`src/rtl/mc_result_serializer.sv`:
```
// Buffers parallel result words in a small FIFO and shifts them out MSB-first with frame strobes.
// Optional MC_TX_PARITY_EN appends an even-parity bit after the LSB of every word.
module mc_result_serializer #(
  parameter int unsigned DATA_W     = 8,
  parameter int unsigned FIFO_DEPTH = 4,
  parameter int unsigned FRAME_LEN  = 9
) (
  input  logic                          clk,
  input  logic                          rst_n,
  input  logic [DATA_W-1:0]             in_data,
  input  logic                          in_valid,
  output logic                          in_ready,
  output logic                          sout,
  output logic                          sout_valid,
  output logic                          sof,
  output logic                          eof,
  output logic                          frame_done,
  output logic [$clog2(FIFO_DEPTH):0]   fifo_level
);

  localparam int unsigned AW = $clog2(FIFO_DEPTH);
  localparam int unsigned LW = AW + 1;
  localparam int unsigned BW = $clog2(DATA_W);
  localparam int unsigned WW = 8;

`ifdef MC_TX_PARITY_EN
  typedef enum logic [1:0] {StIdle, StShift, StPar} state_e;
  logic par_q, par_d;
`else
  typedef enum logic [0:0] {StIdle, StShift} state_e;
`endif

  state_e            state_q, state_d;
  logic [DATA_W-1:0] mem_q [FIFO_DEPTH];
  logic [AW-1:0]     wr_ptr_q, rd_ptr_q;
  logic [LW-1:0]     level_q, level_d;
  logic [DATA_W-1:0] shift_q, shift_d, head;
  logic [BW-1:0]     bit_q, bit_d;
  logic [WW-1:0]     word_q, word_d;
  logic              push, pop, fifo_empty, word_end;
  logic              sout_d, valid_d, sof_d, eof_d;

  assign in_ready   = (level_q != LW'(FIFO_DEPTH));
  assign fifo_level = level_q;
  assign fifo_empty = (level_q == '0);
  assign push       = in_valid & in_ready;
  assign head       = mem_q[rd_ptr_q];

  always_comb begin
    unique case ({push, pop})
      2'b10:   level_d = level_q + 1'b1;
      2'b01:   level_d = level_q - 1'b1;
      default: level_d = level_q;
    endcase
  end

  always_comb begin
    state_d  = state_q;
    shift_d  = shift_q;
    bit_d    = bit_q;
    word_d   = word_q;
    pop      = 1'b0;
    word_end = 1'b0;
`ifdef MC_TX_PARITY_EN
    par_d    = par_q;
`endif
    case (state_q)
      StShift: begin
        shift_d = shift_q << 1;
        bit_d   = bit_q + 1'b1;
        if (bit_q == BW'(DATA_W - 1)) begin
`ifdef MC_TX_PARITY_EN
          state_d = StPar;
          bit_d   = '0;
`else
          word_end = 1'b1;
`endif
        end
      end
`ifdef MC_TX_PARITY_EN
      StPar: word_end = 1'b1;
`endif
      default: ;
    endcase

    // Underrun keeps the word counter, so the frame resumes with the next word.
    if (word_end) begin
      word_d  = (word_q == WW'(FRAME_LEN - 1)) ? '0 : word_q + 1'b1;
      state_d = StIdle;
      bit_d   = '0;
    end
    if (((state_q == StIdle) || word_end) && !fifo_empty) begin
      pop     = 1'b1;
      state_d = StShift;
      shift_d = head;
      bit_d   = '0;
`ifdef MC_TX_PARITY_EN
      par_d   = ^head;
`endif
    end

    // Outputs are decoded from next state so every pin leaves a flop.
    sout_d  = 1'b0;
    valid_d = 1'b0;
    sof_d   = 1'b0;
    eof_d   = 1'b0;
    if (state_d == StShift) begin
      valid_d = 1'b1;
      sout_d  = shift_d[DATA_W-1];
      sof_d   = (bit_d == '0) && (word_d == '0);
`ifndef MC_TX_PARITY_EN
      eof_d   = (bit_d == BW'(DATA_W - 1)) && (word_d == WW'(FRAME_LEN - 1));
`endif
    end
`ifdef MC_TX_PARITY_EN
    if (state_d == StPar) begin
      valid_d = 1'b1;
      sout_d  = par_d;
      eof_d   = (word_d == WW'(FRAME_LEN - 1));
    end
`endif
  end

  always_ff @(posedge clk) begin
    if (push) mem_q[wr_ptr_q] <= in_data;
  end

  always_ff @(posedge clk) begin
    if (!rst_n) begin
      state_q    <= StIdle;
      wr_ptr_q   <= '0;
      rd_ptr_q   <= '0;
      level_q    <= '0;
      shift_q    <= '0;
      bit_q      <= '0;
      word_q     <= '0;
      sout       <= 1'b0;
      sout_valid <= 1'b0;
      sof        <= 1'b0;
      eof        <= 1'b0;
      frame_done <= 1'b0;
`ifdef MC_TX_PARITY_EN
      par_q      <= 1'b0;
`endif
    end else begin
      state_q    <= state_d;
      if (push) wr_ptr_q <= wr_ptr_q + 1'b1;
      if (pop)  rd_ptr_q <= rd_ptr_q + 1'b1;
      level_q    <= level_d;
      shift_q    <= shift_d;
      bit_q      <= bit_d;
      word_q     <= word_d;
      sout       <= sout_d;
      sout_valid <= valid_d;
      sof        <= sof_d;
      eof        <= eof_d;
      frame_done <= eof;
`ifdef MC_TX_PARITY_EN
      par_q      <= par_d;
`endif
    end
  end

endmodule

```
`config.mk`:
```
export PLATFORM = sky130hd
export DESIGN_NAME = mc_result_serializer
export DESIGN_NICKNAME = d
export VERILOG_FILES = /design/src/rtl/mc_result_serializer.sv
export SDC_FILE = /design/constraint.sdc
export NUM_CORES = 1
export LEC_CHECK = 0
export BUFFER_PORTS_ARGS = -buffer_cell sky130_fd_sc_hd__buf_2
export CORE_ASPECT_RATIO = 0.8
export CORE_UTILIZATION = 50
export CTS_CLUSTER_DIAMETER = 100
export CTS_CLUSTER_SIZE = 30
export DETAILED_ROUTE_END_ITERATION = 8
export PLACE_DENSITY = 0.78
export SYNTH_ARGS = -nofsm -noshare
export SYNTH_HDL_FRONTEND = slang
export SYNTH_SLANG_ARGS = --single-unit
```
`constraint.sdc`:
```
create_clock -name clk -period 3.3 [get_ports clk]
set_input_delay 0.99 -clock clk [delete_from_list [all_inputs] [get_ports clk]]
set_output_delay 0.99 -clock clk [all_outputs]
set_load 0.05 [all_outputs]
```
== Word level (Yosys, flattened, before mapping) ==
Memory sizes are Yosys's and may differ from the RTL's. A register that Yosys moved wholly into a read port is not among the register bits.
Cells that the tools add are included.

* Flip-flop bits (word level): 32
* Output and inout bits: 9
* Memories: 1
* Bits in writable memories: 32
* Bits of input ports: 11

* Multiplexer cells: 18
* Equal/unequal tests: 7
* Bitwise gates (word level): 2
* Reductions and logical operators: 11
* Add/sub/neg operators: 6

{| class="wikitable"
|+ Memories
! name !! depth !! bits a word !! read ports !! clocked after Yosys merged registers in !! write ports !! line !! source
|-
| mem_q || 4 || 8 || 1 || 1 || 1 || 34 || <nowiki>logic [DATA_W-1:0] mem_q [FIFO_DEPTH];</nowiki>
|}

{| class="wikitable"
|+ Operators with widths
! cell !! number
|-
| $mux 8 || 4
|-
| $eq 8x4->1 const B || 2
|-
| $mux 3 || 3
|-
| $add 8x1->8 const B || 1
|-
| $logic_not 8->1 || 1
|-
| $mux 1 || 8
|-
| $add 3x1->3 const B || 2
|-
| $eq 3x3->1 const B || 2
|-
| $logic_not 3->1 || 2
|-
| $pmux 3 s2 || 1
|-
| $add 2x1->2 const B || 2
|-
| $mux 2 || 2
|-
| $reduce_bool 2->1 || 2
|-
| $logic_and 1x1->1 || 3
|-
| $ne 3x3->1 const B || 1
|-
| $sub 3x1->3 const B || 1
|-
| $eq 2x1->1 const B || 1
|-
| $eq 2x2->1 const B || 1
|-
| $reduce_and 2->1 || 1
|-
| $and 1x1->1 || 1
|-
| $logic_not 1->1 || 1
|-
| $logic_or 1x1->1 || 1
|-
| $not 1->1 || 1
|}

== Longest topological paths before layout ==
* Word-level depth: 8
* Gate-level depth with buffers: 11
* Depth with buffers taken out: 11

== Least setup slack after synthesis ==
OpenSTA, ideal clock, no wires.

* Path type: reg2reg
* From: register level_q[2] (netlist: fifo_level[2])
* To: register level_q[2] (netlist: fifo_level[2])
* Setup slack: 0.347 ns
* Arrival time: 2.878 ns
* Data required time: 3.224 ns
* Stages on the path, launching flop included: 10
* Setup time: 0.076 ns
* Cell sequence: dfxtp_1 > nand3_1 > and2_1 > inv_1 > ha_1 > inv_1 > fa_1 > xor2_1 > or3_1 > a21boi_0

* Elaborated cells between the ends (all ways): 12

{| class="wikitable"
|+ RTL lines
! item !! line !! source
|-
| start: declaration || 36 || <nowiki>logic [LW-1:0] level_q, level_d;</nowiki>
|-
| start signal: assignment || 149 || <nowiki>level_q <= level_d;</nowiki>
|-
| $ne 3x3->1 (*) || 43 || <nowiki>assign in_ready = (level_q != LW'(FIFO_DEPTH));</nowiki>
|-
| via in_ready || 12 || <nowiki>output logic in_ready,</nowiki>
|-
| $and 1x1->1 (*) || 46 || <nowiki>assign push = in_valid & in_ready;</nowiki>
|-
| $eq 2x1->1 or $eq 2x2->1 (tied branches) || 50 || <nowiki>unique case ({push, pop})</nowiki>
|-
| $pmux 3 s2 or $reduce_bool 2->1 (tied branches) || n/a ||
|}

Mark *: on every way through the listed nets, which the timed path passes. The rest lies on a longest branch.
A chain may end at the register's enable or synchronous reset.

== Worst setup path in the final report ==
* From: register bit_q[0]
* To: register level_q[2] (netlist: fifo_level[2])

* Longest elaborated chain between the ends: 8
* Elaborated cells between the ends (all ways): 10

{| class="wikitable"
|+ RTL lines
! item !! line !! source
|-
| start: declaration || 38 || <nowiki>logic [BW-1:0] bit_q, bit_d;</nowiki>
|-
| start signal: assignment || 151 || <nowiki>bit_q <= bit_d;</nowiki>
|-
| $eq 3x3->1 (*) || 71 || <nowiki>if (bit_q == BW'(DATA_W - 1)) begin</nowiki>
|-
| $mux 1 (*) || 71 ||
|-
| $mux 1 (*) || 67 || <nowiki>case (state_q)</nowiki>
|-
| $logic_or 1x1->1 (*) || 92 || <nowiki>if (((state_q == StIdle) || word_end) && !fifo_empty) begin</nowiki>
|-
| $logic_and 1x1->1 (*) || 92 ||
|-
| $mux 1 (*) || 92 ||
|-
| $eq 2x1->1 or $eq 2x2->1 (tied branches) || 50 ||
|-
| $pmux 3 s2 or $reduce_bool 2->1 (tied branches) || n/a ||
|}

Every way passes the cells marked *; elsewhere a longest branch is shown, timed or not.

==> out/summary.txt <==
CTS buffer count = 9
Total GRT Usage = 18.8%
Yosys top cell area share = 34.1%
layout overhead on the synthesized area = 12.3%
setup bufs post-CTS = 0
Die X = 86.0 um
Die Ht = 69.2 um
nets = 265
Fmax achieved = 0.341 GHz
RSZ-0062 raised after global routing = false
Avg Inst Size Synth = 12.7 sq um
endpoint class of the critical path = register
CTS tree = yes
clk sinks = 65
Mapped Nets = 243
Die ar. = 5940 sq um
Routed WL per cell = 14.7 um
Switching Share = 35.4%
Fin Setup TNS = 0 ps
Final Instance Area = 3170 sq um
routed vias = 1759
# diodes = 0
pre-CTS WS = 421 ps
first-pass GRT wire length = 8.20 mm
Crit-path slowest cell = dfxtp_1
crit-path most repeated cell = ha_1
Least-Margin Pin Slew = 670 ps
post-synth cell types = 48
worst skew pair latency = 350 ps
Fillers = 446
CP max FO = 11
synthesized area = 2820 sq um
VDD IR max = 0.427 mV
ANT nets after route = 0
setup violators final = 0
Synth Instances = 222
initial antenna violation count = 0
DR iter-0 viols = 99
Multi-input gate area = 1120 sq um
Worst Hold Margin = 474 ps
Slew headroom = 55.3%
Final Cycle Share = 89.0%
Int Pwr = 1.63 mW
Switch Pwr = 892 uW
largest net degree at the start of global routing = 26
leading area contributor after synthesis = edfxtp_1
Routed WL = 4.80 mm
Hold Path Class = register to register
Detail Placement HPWL = 3.21 mm
Max-Cap Viols = 0
DRC violations left = 0
CP Cell Sequence = ha_1 -> ha_1 -> nand2b_2 -> nand2_1 -> inv_2 -> ha_1 -> inv_1 -> fa_1 -> xor2_1 -> or3_1 -> a21boi_0
Final Wtd Congestion = 0.793
core area = 5440 sq um
hold-fix buffer count after cts = 0
CP arrival = 3200 ps
CTS Buffer Depth = 2
post-CTS sizing = 0
asr flop ratio synth = 0%
sequential share of power = 44.4%
share of cells above drive strength 1 = 22.1%
minimum clock period = 2940 ps
First-pass DRT Iterations = 4
CP max stage delay = 420 ps
post-placement cell area = 2960 sq um
CTS H-tree depth = 3
final hold violations = 0
clk slew on worst S/H paths = 70 ps
# IOs = 20
register area share after synthesis = 57.5%
status = finished clean
overall power = 2.52 mW
Power Density = 796 nW/um^2
Storage cell area = 1620 sq um
I/O Buffers = 19
setup ws final = 363 ps
worst path required time = 3560 ps
synthesized flop and latch total = 65
clk root buf = clkbuf_8
vias in the first global route = 1710
max-slew violation count = 0
grt total ovfl = 0
# rows = 24
Main synth FF type = dfxtp_1
CP Class = register to register
EDFF count, synth = 32
Clock Power Share = 26.7%
yosys synthesis warning count = 0
clk_skew = 3.82 ps
Starting Density = 51.9%
LEAKAGE = 1.19 nW
crit path launch type = register
Combinational Power Share = 28.9%
Synth area leaders = edfxtp_1 34%, dfxtp_1 23%, mux4_2 6.4%
Vias/cell = 5.38
-- area by class of cell --
cell class | instances | area share [%]
clock buffers | 9 | 3.91
inverters | 9 | 1.07
flip-flops and latches | 65 | 51.2
repair buffers | 19 | 3.00
clock inverters | 7 | 2.45
well taps | 78 | 3.08
multi-input cells | 140 | 35.3
-- metal layers --
metal  routed length (um)  vias to the layer above  global-route usage (%)
met5                    0                        -                       0
met4                  154                        0                    11.1
met3                  195                       16                    7.66
met2                 2270                       38                    28.0
met1                 2180                      853                    22.8
li1                     -                      852                       -
-- Yosys cell counts (all sizes together) (2+ instances only) --
cell type and instances:
dfxtp 33, ha 9, buf 4, mux4 8, nor3 2, a32oi 6, nor2b 5, inv 9
nand4 2, a21boi 8, edfxtp 32, nand3 4, nor2 11, xnor2 6, xor2 7, mux2i 2
o21ai 3, nor4 2, a21oi 5, a22oi 2, and2 13, or3 2, and3 6, nand2 22
clkbuf 4
-- registers in the layout, summed over array words and instances (netlist names), named ones only --
register / cells
word_q: 8
wr_ptr_q: 2
shift_q: 8
sof: 1
sout: 1
fifo_level: 3
sout_valid: 1
frame_done: 1
bit_q: 3
mem_q: 32
rd_ptr_q: 2
eof: 1
-- path summary, 6_finish.rpt --
kind                                from            end  slack, ps  cells after the start
worst min register to register       eof     frame_done        470                      1
worst max register to register  bit_q[0]  fifo_level[2]        360                     11
worst max-delay path            bit_q[0]  fifo_level[2]        360                     11
worst min-delay path                 eof     frame_done        470                      1
-- power by group through the flow --
stage,Sequential (mW),Clock [mW],Combinational (mW)
after floorplan,1.17,0,0.535
after global placement,1.13,0,0.704
after detailed placement,1.13,0,0.730
after CTS,1.12,0.695,0.732
after global routing,1.14,0.730,0.809
final,1.12,0.674,0.729
-- worst max-delay path: cells and delay by family (launching register included) --
| kind | cells | cell delay (ps) |
|---|---|---|
| XOR/XNOR | 1 | 160 |
| flip-flops | 1 | 420 |
| buffers and inverters | 2 | 300 |
| AND/OR/NAND/NOR | 3 | 730 |
| AO/OA/AOI/OAI | 1 | 200 |
| adder cells (fa/ha/maj) | 4 | 1030 |
-- kinds of logic (layout without fill, tap and decap cells) --
| family | Yosys count | after routing | synth area share (%) |
|---|---|---|---|
| xor gates and xnor gates | 13 | 13 | 4.04 |
| muxes | 11 | 11 | 7.50 |
| AOI/OAI and AO/OA | 30 | 30 | 8.26 |
| DFF | 65 | 65 | 57.5 |
| adders and majority gates | 10 | 10 | 4.70 |
| and+or+nand+nor | 76 | 76 | 15.1 |
| buffers and inverters | 17 | 44 | 2.88 |
-- stage by stage --
stage                     util [%]  std cells
final                         58.2        327
after CTS                     58.2        327
after floorplan                  -        222
after detailed placement      54.5        311
after global placement        54.5        311
after global routing          58.2        327
-- placed cells by master (no fill, tap or decap), types with 2 or more instances in the layout --
master	synthesis	layout
dfxtp_1	33	33
edfxtp_1	32	32
nand2_1	22	22
buf_2	2	19
and2_1	12	12
nor2_1	10	10
ha_1	9	9
clkbuf_8	0	9
inv_1	8	8
mux4_2	8	8
xor2_1	7	7
a21boi_1	7	7
and3_1	6	6
xnor2_1	6	6
a32oi_1	6	6
a21oi_1	5	5
nor2b_1	5	5
nand3_1	3	3
inv_6	0	3
or3_1	2	2
nor4_1	2	2
mux2i_1	2	2
o21ai_0	2	2
a22oi_1	2	2
nand4_1	2	2
Power figures use the tool's default switching activity.
